--- src/rtl/read_port_arbiter.sv ---
`default_nettype none
// ============================================================================
//  Module      : read_port_arbiter
//  Description : Shares one recursive-mux read port between NUM_REQ
//                requesters. A winner is picked in IDLE, its select is
//                registered onto mux_sel and held for SETTLE_CYCLES cycles
//                so the mux tree can settle, then mux_out is captured into
//                rd_data alongside a one-cycle ack pulse to the owner.
//
//  Parameters  : NUM_REQ       - requesters (power of two, 2..8)
//                WIDTH         - mux data inputs (power of two)
//                SETTLE_CYCLES - cycles mux_sel is held before capture (1..15)
//
//  Ports       : clk      in   sole clock, rising edge
//                reset_n  in   asynchronous active-low reset
//                req      in   per-requester request, held until ack
//                req_sel  in   flattened selects, requester i at [i*SEL_W +: SEL_W]
//                mux_sel  out  registered select to the shared mux
//                mux_out  in   shared mux output
//                grant    out  registered one-hot owner, zero when idle
//                ack      out  one-cycle one-hot completion pulse
//                rd_data  out  captured mux_out, valid while ack is high
//
//  Options     : READ_ARB_FIXED_PRIO_EN - when defined, lowest index wins
//                (fixed priority); otherwise round-robin.
//
//  Revision    : 1.0 - initial release
// ============================================================================
module read_port_arbiter #(
    parameter int NUM_REQ       = 4,
    parameter int WIDTH         = 32,
    parameter int SETTLE_CYCLES = 2
) (
    input  logic                                clk,
    input  logic                                reset_n,
    input  logic [NUM_REQ-1:0]                  req,
    input  logic [NUM_REQ*$clog2(WIDTH)-1:0]    req_sel,
    output logic [$clog2(WIDTH)-1:0]            mux_sel,
    input  logic                                mux_out,
    output logic [NUM_REQ-1:0]                  grant,
    output logic [NUM_REQ-1:0]                  ack,
    output logic                                rd_data
);

    localparam int         SEL_W        = $clog2(WIDTH);
    localparam int         c_IDX_W      = $clog2(NUM_REQ);
    localparam logic [3:0] c_SETTLE_LD  = 4'(SETTLE_CYCLES - 1);

    typedef enum logic [1:0] {
        ST_IDLE   = 2'd0,
        ST_SETTLE = 2'd1,
        ST_ACK    = 2'd2
    } state_t;

    state_t                 r_state;
    state_t                 w_state_nxt;
    logic [3:0]             r_cnt;
    logic [NUM_REQ-1:0]     r_grant;
    logic [NUM_REQ-1:0]     r_ack;
    logic [SEL_W-1:0]       r_mux_sel;
    logic                   r_rd_data;

    logic [c_IDX_W-1:0]     w_win_idx;
    logic [NUM_REQ-1:0]     w_win_onehot;
    logic                   w_any_req;

    assign w_any_req = |req;

`ifdef READ_ARB_FIXED_PRIO_EN
    // Descending scan so the lowest requesting index is the last one written.
    always_comb begin
        w_win_idx = '0;
        for (int i = NUM_REQ - 1; i >= 0; i--) begin
            if (req[i]) begin
                w_win_idx = c_IDX_W'(i);
            end
        end
    end
`else
    logic [c_IDX_W-1:0]     r_ptr;
    logic [c_IDX_W-1:0]     r_grant_idx;
    logic [c_IDX_W-1:0]     w_cand;
    logic                   w_hit;

    // Search begins one past the last owner; the index arithmetic wraps
    // naturally because NUM_REQ is a power of two, and the final step
    // (offset NUM_REQ) lands back on the last owner itself.
    always_comb begin
        w_win_idx = '0;
        w_cand    = '0;
        w_hit     = 1'b0;
        for (int i = 1; i <= NUM_REQ; i++) begin
            w_cand = r_ptr + c_IDX_W'(i);
            if (!w_hit && req[w_cand]) begin
                w_hit     = 1'b1;
                w_win_idx = w_cand;
            end
        end
    end

    // Pointer moves only when a transaction is committed (entry to ACK),
    // so an aborted transaction does not rotate priority.
    always_ff @(posedge clk or negedge reset_n) begin
        if (!reset_n) begin
            r_ptr       <= c_IDX_W'(NUM_REQ - 1);
            r_grant_idx <= '0;
        end else begin
            if (r_state == ST_IDLE && w_any_req) begin
                r_grant_idx <= w_win_idx;
            end
            if (r_state == ST_SETTLE && r_cnt == 4'd0) begin
                r_ptr <= r_grant_idx;
            end
        end
    end
`endif

    assign w_win_onehot = NUM_REQ'(1) << w_win_idx;

    // ------------------------------------------------------------------
    // FSM state register
    // ------------------------------------------------------------------
    always_ff @(posedge clk or negedge reset_n) begin
        if (!reset_n) begin
            r_state <= ST_IDLE;
        end else begin
            r_state <= w_state_nxt;
        end
    end

    // ------------------------------------------------------------------
    // FSM next-state logic
    // ------------------------------------------------------------------
    always_comb begin
        w_state_nxt = r_state;
        case (r_state)
            ST_IDLE:   if (w_any_req)      w_state_nxt = ST_SETTLE;
            ST_SETTLE: if (r_cnt == 4'd0)  w_state_nxt = ST_ACK;
            ST_ACK:                        w_state_nxt = ST_IDLE;
            default:                       w_state_nxt = ST_IDLE;
        endcase
    end

    // ------------------------------------------------------------------
    // Registered datapath: grant, select, settle counter, capture
    // ------------------------------------------------------------------
    always_ff @(posedge clk or negedge reset_n) begin
        if (!reset_n) begin
            r_grant   <= '0;
            r_ack     <= '0;
            r_mux_sel <= '0;
            r_rd_data <= 1'b0;
            r_cnt     <= 4'd0;
        end else begin
            case (r_state)
                ST_IDLE: begin
                    if (w_any_req) begin
                        r_grant   <= w_win_onehot;
                        r_mux_sel <= req_sel[w_win_idx*SEL_W +: SEL_W];
                        r_cnt     <= c_SETTLE_LD;
                    end else begin
                        r_grant   <= '0;
                    end
                end
                ST_SETTLE: begin
                    // req and req_sel are ignored here: the owner may drop
                    // its request and still receive its ack.
                    if (r_cnt == 4'd0) begin
                        r_rd_data <= mux_out;
                        r_ack     <= r_grant;
                    end else begin
                        r_cnt     <= r_cnt - 4'd1;
                    end
                end
                ST_ACK: begin
                    r_ack   <= '0;
                    r_grant <= '0;
                end
                default: begin
                    r_ack   <= '0;
                    r_grant <= '0;
                end
            endcase
        end
    end

    assign mux_sel = r_mux_sel;
    assign grant   = r_grant;
    assign ack     = r_ack;
    assign rd_data = r_rd_data;

endmodule
`default_nettype wire

--- config.mk ---
export PLATFORM = sky130hd
export DESIGN_NAME = read_port_arbiter
export DESIGN_NICKNAME = d
export VERILOG_FILES = /design/src/rtl/read_port_arbiter.sv
export SDC_FILE = /design/constraint.sdc
export NUM_CORES = 1
export LEC_CHECK = 0
export CAP_MARGIN = 5
export CORE_AREA = 3 3 60 62
export CTS_CLUSTER_DIAMETER = 60
export DETAILED_ROUTE_END_ITERATION = 6
export DIE_AREA = 0 0 63 65
export PLACE_DENSITY = 0.72
export SETUP_SLACK_MARGIN = 0.2
export SLEW_MARGIN = 20
export SYNTH_ARGS = -nofsm -noshare
export SYNTH_HDL_FRONTEND = slang
export SYNTH_SLANG_ARGS = --single-unit
--- constraint.sdc ---
create_clock -name clk -period 1.8 [get_ports clk]
set_input_delay 0.18 -clock clk [delete_from_list [all_inputs] [get_ports clk]]
set_output_delay 0.18 -clock clk [all_outputs]
set_load 0.05 [all_outputs]
# Word-level counts from Yosys, hierarchy flattened
# Index checks and enable logic that the tools add are counted.
classes:
  div_mod_pow: 0
  mul: 1
  reduce_logical: 17
  eq_ne: 4
  n_shift: 2
  n_mux: 25
  magnitude_cmp: 4
  bitwise: 1
  addsub: 4
op_table:
  columns: ["cell", "n"]
  rows:
  - ["one-hot mux 4 bit (2 select lines)", 3]
  - ["variable part select 20 x 6 -> 5 bit", 1]
  - ["2-to-1 mux 4 bit", 4]
  - ["less-than comparator 2 x 3 -> 1 bit (second input constant)", 4]
  - ["2-to-1 mux 2 bit", 6]
  - ["binary-select mux 1 bit (select 2 bit)", 4]
  - ["AND reduction 2 bit", 4]
  - ["2-to-1 mux 1 bit", 7]
  - ["logical AND 1 bit", 5]
  - ["multiplier 2 x 3 -> 5 bit (second input constant)", 1]
  - ["adder 2 bit (second input constant)", 2]
  - ["logical NOT 4 bit", 1]
  - ["inequality test 2 bit (second input constant)", 2]
  - ["one-hot mux 2 bit (2 select lines)", 1]
  - ["OR reduction 4 bit", 1]
  - ["left shift 1 x 2 -> 4 bit (first input constant)", 1]
  - ["subtractor 4 x 1 -> 4 bit (second input constant)", 1]
  - ["logical NOT 1 bit", 3]
  - ["AND reduction 3 bit", 1]
  - ["adder 2 x 1 -> 2 bit (second input constant)", 1]
  - ["equality test 2 x 1 -> 1 bit (second input constant)", 1]
  - ["logical NOT 2 bit", 1]
  - ["inequality test 2 x 1 -> 1 bit (second input constant)", 1]
  - ["nonzero test 2 bit", 1]
  - ["NOT 1 bit", 1]
word_totals:
  ram_bits: 0
  latchBits: 0
  romBits: 0
  register_bits: 24
  elab_cells: 66
  out_inout_bits: 14
  inputBits: 27
  memories: 0

# Depth between registers and ports, before layout
# Gate-level depths: netlist of run 1.
logic_depth:
  depth_word: 16
  mapped_depth: 7
  mapped_depth_nobuf: 7

# Least setup slack after synthesis of run 1
# Ideal clock, no wire load.
synth_timing:
  path_type: "flip-flop to flip-flop"
  from: "register r_ptr[1]"
  to: "register r_mux_sel[0], in the netlist mux_sel[0]"
  setup_slack_ns: 0.093
  path_stages_with_launch: 7
  path_buffers: 1
  synth_period_minus_slack_ns: 1.707
  t_required_ns: 1.653
  setup_ns: 0.147
  t_arrival_ns: 1.560
  path_cell_list: "dfstp_2 mux2i_1 o32ai_2 a21o_4 buf_12 a211oi_1 a211oi_1"
synth_via:
  elab_chain_cells: 15
  word_cells_on_any_way: 26
  classes_between: "add/sub (3); mul (1); shift (1); mux (15); reduce/logical (6)"
synth_rtl:
  columns: ["item", "line", "source"]
  rows:
  - ["start: declaration", "80", "logic [c_IDX_W-1:0] r_ptr;"]
  - ["start signal: assignment", "105", "r_ptr <= c_IDX_W'(NUM_REQ - 1);"]
  - ["start signal: assignment", "112", "r_ptr <= r_grant_idx;"]
  - ["adder 2 x 1 -> 2 bit", "93", "w_cand = r_ptr + c_IDX_W'(i);"]
  - ["binary-select mux 1 bit (select 2 bit)", "94", "if (!w_hit && req[w_cand]) begin"]
  - ["2-to-1 mux 1 bit (implied by the code)", "94", null]
  - ["2-to-1 mux 1 bit", "94", null]
  - ["logical NOT 1 bit", "94", null]
  - ["logical AND 1 bit", "94", null]
  - ["2-to-1 mux 1 bit", "94", null]
  - ["logical NOT 1 bit", "94", null]
  - ["logical AND 1 bit", "94", null]
  - ["2-to-1 mux 1 bit", "94", null]
  - ["logical NOT 1 bit", "94", null]
  - ["logical AND 1 bit", "94", null]
  - ["2-to-1 mux 2 bit *", "94", null]
  - ["multiplier 2 x 3 -> 5 bit *", "159", "r_mux_sel <= req_sel[w_win_idx*SEL_W +: SEL_W];"]
  - ["variable part select 20 x 6 -> 5 bit *", "159", null]
  - ["end signal: assignment", "159", null]
  - ["end: declaration", "60", "logic [SEL_W-1:0] r_mux_sel;"]
# Every way passes the cells marked *; elsewhere a longest branch is shown, timed or not. The select of a mux whose other input is x is not followed.
# A chain may end at the register's enable or synchronous reset.

# Worst setup path after layout of run 1
layout_timing:
  from: "register r_ptr[1]"
  to: "register r_mux_sel[3], in the netlist mux_sel[3]"
# Same word-level chain as after synthesis.

==> run_results.csv, run 1 <==
group,metric,value,unit
grt,grt_usage,0.158,
setup_path,required,2010,ps
outcome,status,"finished clean",
die,core,3080,um^2
logic_synthesis,seq_area_frac_synth,0.482,
route,wl_per_cell,13.9,um
die,die-area,4100,um^2
clock_tree,root_buffer,"clkbuf_4",
pwr,ir_worst_vdd,0.708,mV
setup_path,slowest_stage,"dfstp_2",
finish,final_nets,214,
route,viasPerCell,5.06,
worst_hold_path,hold_class,"in2async",
job,maxCapViolCount,0,
grt,grt-ovfl-total,0,
placed_design,placed_cell_area,1810,um^2
route,drt-initial-drc-count,28,
placed_design,numPortBuffers,40,
setup_path,worst-path-buf-inv,0,
placed_design,dp_hpwl,2.36,mm
route,routed_wirelength,3.18,mm
setup_path,path_class,"reg2reg",
route,dr_total_vias,1154,
clock_tree,hold_buffers,0,
setup_path,worst_setup_path_end_kind,"flop",
sta,period_needed,1690,ps
clock_tree,htreeDepth,1,
logic_synthesis,synth_nets,153,
pwr,leakagePower,0.000894,uW
clock_tree,cts_num_sinks,24,
logic_synthesis,synth_edf_count,0,
finish,final_util,0.633,
setup_path,cp_top_family,"compound AO/OA/AOI/OAI gates",
setup_path,critPathMaxStageDelay,590,ps
logic_synthesis,async_flop_share,1.00,
setup_path,arrival,1900,ps
grt,grt_pass1_wl,5.28,mm
logic_synthesis,ys_types,32,
sta,post-route-period-util,0.938,
route,drt_first_pass_iters,4,
finish,drive_above_1_share,0.293,
sta,finalSetupViolCount,0,
clock_tree,clkLatencyLatePin,300,ps
grt,globalRouteMet2Util,0.274,
setup_path,worst-r2r-setup-slack,110,ps
clock_tree,cts_buffer_depth,2,
logic_synthesis,netlist_instances,124,
logic_synthesis,avgSynthCellArea,10.1,um^2
grt,top_usage_layer,"met2",
logic_synthesis,yosys_warnings,0,
clock_tree,path_clk_slew,120,ps
finish,n_antenna_cell,0,
logic_synthesis,ys.flop_type,"dfrtp_1",
die,pin_count,41,
clock_tree,cts_made_buffers,3,
die,fp.dieW,63,um
grt,use_met3,0.0347,
die,rows,20,
logic_synthesis,synth-seq-cells,24,
setup_path,cp_common_cell,"mux2i_1",
sta,slew-limit-headroom,0.668,
grt,antenna_found_initial,0,
grt,grt_pass1_vias,1148,
die,initial_utilization,0.407,
placed_design,place_congestion,0.865,
sta,skew,1.29,ps
finish,area_delta_synth_final,55.8,%
pwr,powerDensity,1680,nW/um^2
setup_path,cp_max_fo,7,
route,drc,0,
sta,worst_pin_slew,500,ps
sta,slew_violations,0,
die,fp.dieH,65,um
setup_path,path_cells,"mux2i_1, o32ai_2, a21o_4, mux2i_1, a211oi_1",
clock_tree,cts_tree,"done",
setup_path,start_kind,"flop",
finish,fillerInstances,264,
grt,grt_max_degree,25,
finish,stdcell_area,1950,um^2
grt,met1_usage,0.205,
sta,rsz0062_at_grt,"yes",
logic_synthesis,syn_area,1250,um^2
route,ant_nets,0,
sta,finalHoldViolations,0,
sta,fmax,0.592,GHz
==> area by class of cell <==
cell class / count / area, um^2 / area share
clock buffer: 4 / 26.3 / 0.0135
inverter: 15 / 56.3 / 0.0289
multi-input combinational: 83 / 683 / 0.350
sequential: 24 / 604 / 0.310
tap: 44 / 55.1 / 0.0282
timing repair buffer: 58 / 524 / 0.269
==> cells in the mapped netlist (2+ instances only) <==
cell / instances / area share
dfrtp_1: 22 / 0.44
a211oi_1: 15 / 0.090
inv_1: 15 / 0.045
nor2_1: 15 / 0.045
mux2i_1: 10 / 0.080
nand2_1: 8 / 0.024
o21ai_0: 5 / 0.020
a21oi_1: 3 / 0.012
a31oi_1: 2 / 0.010
clkbuf_1: 2 / 0.0060
dfstp_2: 2 / 0.042
ha_1: 2 / 0.020
mux2_2: 2 / 0.018
nor2b_1: 2 / 0.010
nor3_1: 2 / 0.0080
==> metrics by stage <==
step	worst slack (ps)	setup TNS, ps	hold slack [ps]	total power (uW)	instances
global placement	-23.0	-124	487	2880	219
global route	39.5	0	249	3510	228
detailed placement	-98.1	-573	495	2940	219
CTS	99.8	0	235	3120	225
floorplan	121	0	-116	2240	124
finish	112	0	220	3280	228
==> worst reg2reg max path: cells and delay by family (launching register included) <==
kind / cells / cell delay (ps)
flops: 1 / 590
compound gates: 3 / 630
mux: 2 / 380
==> flip-flops by register name, summed over array words and instances, names as in the netlist <==
register / flops
mux_sel: 5
r_cnt: 4
ack: 4
r_state: 2
grant: 4
rd_data: 1
r_grant_idx: 2
r_ptr: 2
==> final timing paths <==
check / startpoint / to / depth (start not counted)
setup / recovery: r_ptr[1]$_DFFE_PN1P_ / mux_sel[3]$_DFFE_PN0P_ / 5
hold / removal: reset_n / r_cnt[2]$_DFFE_PN0P_ / 2
setup reg to reg: r_ptr[1]$_DFFE_PN1P_ / mux_sel[3]$_DFFE_PN0P_ / 5
hold reg to reg: rd_data$_DFFE_PN0P_ / rd_data$_DFFE_PN0P_ / 1
max in group asynchronous: reset_n / r_ptr[1]$_DFFE_PN1P_ / 2
min in group clk: mux_out / rd_data$_DFFE_PN0P_ / 2
==> power breakdown <==
part / internal (uW) / leakage [uW] / switching [uW] / total, uW
registers: 798 / 0.000293 / 182 / 980
logic: 842 / 0.000586 / 1220 / 2070
clock network: 86.2 / 0.0000150 / 148 / 234
total: 1730 / 0.000894 / 1550 / 3280
==> layer usage <==
layer | vias up | part of all wire
li1 | 559 | -
met1 | 555 | 0.44
met2 | 40 | 0.50
met3 | 0 | 0.063
met4 | 0 | 0
met5 | - | 0
==> timing repair <==
action	4_1_cts	5_1_grt
gates cloned	0	1
resized for setup	17	19
endpoints found under the setup margin	23	18
pin swaps	0	14
buffers inserted	2	2
==> cells by family after synthesis <==
| group | share of synthesized area |
|---|---|
| AO/OA/AOI/OAI | 0.208 |
| AND/OR/NAND/NOR | 0.125 |
| flip-flops | 0.482 |
| buffers and inverters | 0.0670 |
| multiplexers | 0.0980 |
| adder cells (fa/ha/maj) | 0.0200 |
==> cells in the final DEF, fill, tap and decap left out, types with 3 or more instances in the layout <==
master / netlist / final
buf_4: 0 / 17
a211oi_2: 0 / 14
o21ai_0: 5 / 5
a21oi_1: 3 / 3
nor2_1: 15 / 15
inv_1: 15 / 13
dlygate4sd2_1: 0 / 14
clkbuf_4: 0 / 3
clkdlybuf4s50_1: 0 / 25
dfrtp_1: 22 / 21
nand2_1: 8 / 8
mux2i_1: 10 / 8
(Power assumes the default switching activity.)
==> run 2: changes to the inputs <==
--- a/config.mk
+++ b/config.mk
@@ -5,7 +5,7 @@
 export SDC_FILE = /design/constraint.sdc
 export NUM_CORES = 1
 export LEC_CHECK = 0
-export CAP_MARGIN = 5
+export CAP_MARGIN = 30
 export CORE_AREA = 3 3 60 62
 export CTS_CLUSTER_DIAMETER = 60
 export DETAILED_ROUTE_END_ITERATION = 6
@@ -16,3 +16,4 @@
 export SYNTH_ARGS = -nofsm -noshare
 export SYNTH_HDL_FRONTEND = slang
 export SYNTH_SLANG_ARGS = --single-unit
+export TNS_END_PERCENT = 20
==> run 2 against run 1 <==
Net effect:
- via count is 1.8% lower
- clock-buffer cell count stayed put
- non-clock buffer count is 2 lower
- sequential power is 0.9% higher
- critical path depth is 1 higher
- worst setup slack worse by 18 ps
- power is 3.6% higher
- wire length is 1.2% lower
- hold slack worse by 7.6 ps
- flip-flop and latch count stayed put
- register-to-register slack worse by 20 ps
- maximum frequency is 1.1% lower
- critical path type unchanged
==> run_results.csv, run 2 (synthesized netlist as in run 1, its figures left out) <==
group,metric,value,unit
setup_path,worstRegToRegCells,6,
sta,slew-limit-headroom,0.664,
clock_tree,path_clk_slew,130,ps
clock_tree,cts_num_sinks,24,
pwr,powerDensity,1720,nW/um^2
clock_tree,cts_buffer_depth,2,
sta,post-route-period-util,0.948,
finish,final_common_cell,"clkdlybuf4s50_1",
die,pin_count,41,
finish,seqCellArea,603,um^2
sta,fmax,0.586,GHz
grt,grt-ovfl-total,0,
die,rows,20,
clock_tree,cts_tree,"done",
setup_path,worst_setup_path_end_kind,"flop",
setup_path,path_class,"reg2reg",
die,fp.dieW,63,um
setup_path,cp_max_fo,5,
route,ant_nets,0,
sta,worst_slack,93.2,ps
setup_path,arrival,1930,ps
placed_design,numPortBuffers,40,
grt,grt_max_degree,25,
outcome,status,"finished clean",
clock_tree,cts_made_buffers,3,
setup_path,worst-r2r-setup-slack,90,ps
sta,finalSetupViolCount,0,
finish,fillerInstances,258,
finish,area_delta_synth_final,58.1,%
finish,stdcell_area,1980,um^2
setup_path,critPathMaxStageDelay,590,ps
clock_tree,root_buffer,"clkbuf_4",
finish,n_antenna_cell,0,
sta,skew,1.34,ps
sta,finalHoldViolations,0,
finish,final_cell_mix,"clkdlybuf4s50_1, dfrtp_1, nor2_1",
route,drc,0,
finish,multi_input_area,698,um^2
grt,antenna_found_initial,0,
placed_design,dp_cells,218,
die,die-area,4100,um^2
route,dr_total_vias,1133,
grt,grt_pass1_vias,1209,
setup_path,start_kind,"flop",
placed_design,dp_hpwl,2.36,mm
grt,grt_usage,0.160,
route,drt_first_pass_iters,4,
setup_path,required,2020,ps
placed_design,place_congestion,0.903,
setup_path,rr_startpoint,"r_ptr[1]$_DFFE_PN1P_",
placed_design,placed_cell_area,1810,um^2
clock_tree,htreeDepth,1,
die,fp.dieH,65,um
pwr,leakagePower,0.000867,uW
setup_path,path_cells,"mux2i_1, o32ai_2, buf_4, a211oi_2, a211oi_2, a211oi_1",
finish,fin_cells,226,
route,viasPerCell,5.01,
finish,drive_above_1_share,0.297,
setup_path,r2r-end,"mux_sel[1]$_DFFE_PN0P_",
die,initial_utilization,0.407,
clock_tree,clkLatencyLatePin,310,ps
finish,largest_reg_flops,5,
route,wl_per_cell,13.9,um
grt,grt_pass1_wl,5.28,mm
route,drt-initial-drc-count,39,
placed_design,post-place-ws,-159,ps
setup_path,cp_common_cell,"a211oi_2",
finish,final_nets,212,
worst_hold_path,hold_class,"in2async",
sta,slew_violations,0,
setup_path,slowest_stage,"dfstp_2",
sta,rsz0062_at_grt,"yes",
pwr,ir_worst_vdd,0.726,mV
job,maxCapViolCount,0,
sta,worst_pin_slew,503,ps
die,core,3080,um^2
sta,period_needed,1710,ps
route,routed_wirelength,3.14,mm
==> run 2: cell count changes in the layout (fill, tap and decap cells not counted), sizes merged <==
cell / delta
buf: -2
clkdlybuf4s50: +13
dlygate4sd2: -13
==> run 2: worst max-delay path by stage <==
stage / startpoint / end / slack, ps / cells past startpoint
floorplan: r_ptr[1]$_DFFE_PN1P_ / mux_sel[0]$_DFFE_PN0P_ / 120 / 6
global placement: req[3] / r_cnt[1]$_DFFE_PN0P_ / -80 / 6
detailed placement: req[3] / r_cnt[1]$_DFFE_PN0P_ / -160 / 6
CTS: mux_sel[4]$_DFFE_PN0P_ / mux_sel[4] / 90 / 1
global route: r_state[1]$_DFFE_PN0P_ / r_cnt[1]$_DFFE_PN0P_ / 20 / 4
finish: r_ptr[1]$_DFFE_PN1P_ / mux_sel[1]$_DFFE_PN0P_ / 90 / 6
==> run 2: report_power, final <==
group	internal (uW)	leakage [uW]	switching [uW]
clock	123	0.0000210	158
combinational	907	0.000551	1220
sequential	796	0.000294	193
==> run 2: critical path, delay by kind of cell, from the launching register on <==
| family | cells | cell delay, ps |
|---|---|---|
| multiplexers | 1 | 230 |
| AO/OA/AOI/OAI | 4 | 610 |
| buffers and inverters | 1 | 190 |
| flip-flops | 1 | 590 |
==> run 2: what timing repair did <==
item / in CTS / in global routing
endpoints found under the setup margin: 25 / 33
hold endpoints to repair: 0 / 0
pin swaps: 4 / 10
hold buffers: 0 / 0
gates cloned: 0 / 1
gates resized for setup: 8 / 19
buffers inserted: 2 / 1
==> run 2: through the flow <==
stage | power [uW] | utilization | TNS, ps | hold WS (ps)
3_3_place_gp | 2850 | 0.587 | -281 | 487
4_1_cts | 3260 | 0.614 | 0 | 221
5_1_grt | 3650 | 0.643 | 0 | 226
2_1_floorplan | 2240 | - | 0 | -116
6_report | 3400 | 0.643 | 0 | 212
3_5_place_dp | 2910 | 0.587 | -831 | 500
==> run 2: area by class of cell <==
type	count	share of cell area
inverters	15	0.0285
clock buffers	4	0.0183
flip-flops and latches	24	0.305
repair buffers	56	0.268
multi-input cells	83	0.353
well taps	44	0.0278
==> run 2: routing by layer <==
metal  routed length, um  GRT usage  vias to the layer above
met2                1530      0.290                       36
met4                  11     0.0331                        0
met3                 126     0.0243                        2
met1                1470      0.200                      539
li1                    -          -                      556
met5                   0          0                        -
==> run 3: changes to the inputs <==
--- a/config.mk
+++ b/config.mk
@@ -5,11 +5,12 @@
 export SDC_FILE = /design/constraint.sdc
 export NUM_CORES = 1
 export LEC_CHECK = 0
+export ABC_AREA = 1
 export CAP_MARGIN = 30
-export CORE_AREA = 3 3 60 62
-export CTS_CLUSTER_DIAMETER = 60
+export CORE_AREA = 2 2 62 64
+export CTS_CLUSTER_DIAMETER = 50
 export DETAILED_ROUTE_END_ITERATION = 6
-export DIE_AREA = 0 0 63 65
+export DIE_AREA = 0 0 64 66
 export PLACE_DENSITY = 0.72
 export SETUP_SLACK_MARGIN = 0.2
 export SLEW_MARGIN = 20
==> run 3 against run 2 <==
Net effect:
- the run now ends with setup timing left
- maximum frequency fell by 11%
- worst setup slack got worse by 220 ps
- cell count rose by 36%
- combinational power rose by 38%
- clock power rose by 38%
- flip-flop and latch count did not move
- critical path depth rose by 6
- wire length rose by 7.7%
- power rose by 25%
- sequential power fell by 7.6%
==> run_results.csv, run 3 <==
group,metric,value,unit
pwr,p_sw_frac,0.506,
pwr,pwr-share-comb,0.694,
sta,skew,7.01,ps
setup_path,start_kind,"flop",
finish,drive_above_1_share,0.181,
pwr,p_switching,2150,uW
sta,worst_pin_slew,496,ps
route,routed_wirelength,3.38,mm
die,pin_count,41,
route,wl_per_cell,11.0,um
grt,grt_max_degree,25,
logic_synthesis,netlist_instances,204,
finish,n_antenna_cell,0,
job,maxCapViolCount,0,
sta,slew-limit-headroom,0.671,
logic_synthesis,ys_types,27,
clock_tree,cts_tree,"done",
grt,grt_pass1_wl,5.88,mm
pwr,ir_worst_vdd,0.952,mV
die,die-area,4220,um^2
logic_synthesis,synth_top_cell_area_share,0.379,
logic_synthesis,async_flop_share,1.00,
setup_path,slowest_stage,"dfstp_2",
pwr,sequentialPowerShare,0.215,
clock_tree,clkLatencyLatePin,320,ps
pwr,clkPwrFrac,0.091,
clock_tree,htreeDepth,1,
die,rows,22,
logic_synthesis,synthTopCellsByArea,"dfrtp_1, nand2_1, nand3_1",
logic_synthesis,syn_area,1450,um^2
grt,grt-ovfl-total,0,
clock_tree,cts_num_sinks,24,
logic_synthesis,synth_nets,233,
grt,antenna_found_initial,0,
logic_synthesis,yosys_warnings,0,
clock_tree,path_clk_slew,130,ps
finish,final_nets,290,
die,core,3550,um^2
logic_synthesis,ys.flop_type,"dfrtp_1",
finish,stdcell_area,2090,um^2
sta,finalSetupViolCount,9,
route,drt-initial-drc-count,56,
die,initial_utilization,0.409,
clock_tree,root_buffer,"clkbuf_4",
pwr,leakagePower,0.00109,uW
clock_tree,cts_buffer_depth,2,
placed_design,numPortBuffers,40,
logic_synthesis,seq_area_frac_synth,0.416,
sta,slew_violations,0,
sta,finalHoldViolations,0,
clock_tree,cts_made_buffers,3,
placed_design,place_congestion,0.828,
finish,seqCellArea,603,um^2
sta,post-route-period-util,1.07,
placed_design,dp_hpwl,2.48,mm
route,drc,0,
pwr,power.internal,2100,uW
sta,fin_tns_setup,-711,ps
finish,fillerInstances,344,
worst_hold_path,hold_class,"in2async",
setup_path,path_cells,"buf_6, nand2_1, nand2_1, nand2_2, buf_4, o21a_1, nand2_1, nor2_4, buf_4, buf_4, nand3_1, o21ai_1",
setup_path,cp_max_fo,7,
finish,area_delta_synth_final,44.1,%
logic_synthesis,avgSynthCellArea,7.11,um^2
setup_path,required,2020,ps
outcome,violations,"setup timing",
grt,grt_usage,0.175,
grt,grt_pass1_vias,1328,
finish,final_common_cell,"nand2_1",
outcome,status,"finished with violations",
sta,worst_slack,-127,ps
setup_path,worst_setup_path_end_kind,"flop",
finish,final_cell_mix,"nand2_1, clkdlybuf4s50_1, dfrtp_1",
route,viasPerCell,4.69,
die,fp.dieW,64,um
logic_synthesis,synth.largest_area_cell,"dfrtp_1",
route,drt_first_pass_iters,4,
setup_path,cp_top_family,"flip-flops",
pwr,power.total,4250,uW
logic_synthesis,synth_edf_count,0,
setup_path,worst-path-buf-inv,4,
pwr,powerDensity,2030,nW/um^2
sta,fmax,0.519,GHz
route,dr_total_vias,1443,
sta,rsz0062_at_grt,"yes",
die,fp.dieH,66,um
sta,period_needed,1930,ps
logic_synthesis,synth-seq-cells,24,
setup_path,path_class,"reg2reg",
finish,largest_reg_flops,5,
placed_design,post-place-ws,-144,ps
logic_synthesis,synth.most_common_cell,"nand2_1",
route,ant_nets,0,
finish,final_util,0.589,
setup_path,arrival,2150,ps
setup_path,critPathMaxStageDelay,590,ps
finish,multi_input_area,768,um^2
placed_design,placed_cell_area,1970,um^2
logic_synthesis,synthTopCellsByCount,"nand2_1, dfrtp_1, nand3_1",
run 3: changes by cell type in the layout (fill, tap and decap cells not counted), moves of 9 or more:
cell             delta
dlygate4sd2_1      +13
clkdlybuf4s50_1    -12
nand2_1            +73
nand3_1            +20
nand2_2             +9
a211oi_2           -13
run 3: layout make-up:
type                            instances  area share
Multi-Input combinational cell        153       0.367
Sequential cell                        24       0.288
Timing Repair Buffer                   58       0.253
Inverter                               21      0.0377
Tap cell                               48      0.0287
Clock inverter                          1      0.0144
Clock buffer                            3      0.0108
run 3: power groups by stage:
stage / logic (uW) / registers (uW) / clock network, uW
floorplan: 1600 / 1320 / 0
detailed placement: 2740 / 927 / 0
global route: 3290 / 944 / 426
finish: 2950 / 914 / 389
global placement: 2700 / 930 / 0
CTS: 2870 / 915 / 406
run 3: path summary, 6_finish.rpt:
check / startpoint / endpoint / slack [ps] / cells past startpoint
worst min register to register: rd_data$_DFFE_PN0P_ / rd_data$_DFFE_PN0P_ / 490 / 2
worst min-delay path: reset_n / rd_data$_DFFE_PN0P_ / 200 / 2
worst max register to register: r_ptr[0]$_DFFE_PN1P_ / grant[0]$_DFFE_PN0N_ / -130 / 12
max in group asynchronous: reset_n / r_ptr[1]$_DFFE_PN1P_ / 1310 / 2
worst max-delay path: r_ptr[0]$_DFFE_PN1P_ / grant[0]$_DFFE_PN0N_ / -130 / 12
min in group clk: mux_out / rd_data$_DFFE_PN0P_ / 380 / 3
run 3: metrics by stage:
stage	cells	hold WS, ps
2_1_floorplan	204	-116
3_3_place_gp	299	467
3_5_place_dp	299	466
4_1_cts	305	193
5_1_grt	308	211
6_report	308	198
run 3: layer usage:
metal | share of wire | GRT usage
met5 | 0 | 0
met4 | 0.017 | 0.0707
met3 | 0.045 | 0.0221
met2 | 0.45 | 0.284
met1 | 0.48 | 0.237
run 3: worst register-to-register path: cells and delay by family (launching register included):
kind | cells | cell delay, ps
AO/OA/AOI/OAI | 2 | 240
buffers and inverters | 4 | 500
flip-flops | 1 | 590
AND/OR/NAND/NOR | 6 | 510
run 3: kinds of logic (layout without fill, tap and decap cells):
group / Yosys count / in the layout / synth area share
buf+inv: 27 / 83 / 0.0836
flops: 24 / 24 / 0.416
xor+xnor: 2 / 2 / 0.0121
compound gates: 19 / 19 / 0.0750
fa+ha+maj: 2 / 2 / 0.0172
simple gates: 130 / 130 / 0.397
run 3: repair_timing:
item | 4_1_cts | 5_1_grt
gates resized for setup | 27 | 0
endpoints found under the setup margin | 25 | 11
buffers inserted | 1 | 3
hold buffers | 0 | 0
cloned | 1 | 0
hold endpoints to repair | 0 | 0
pin swaps | 0 | 1
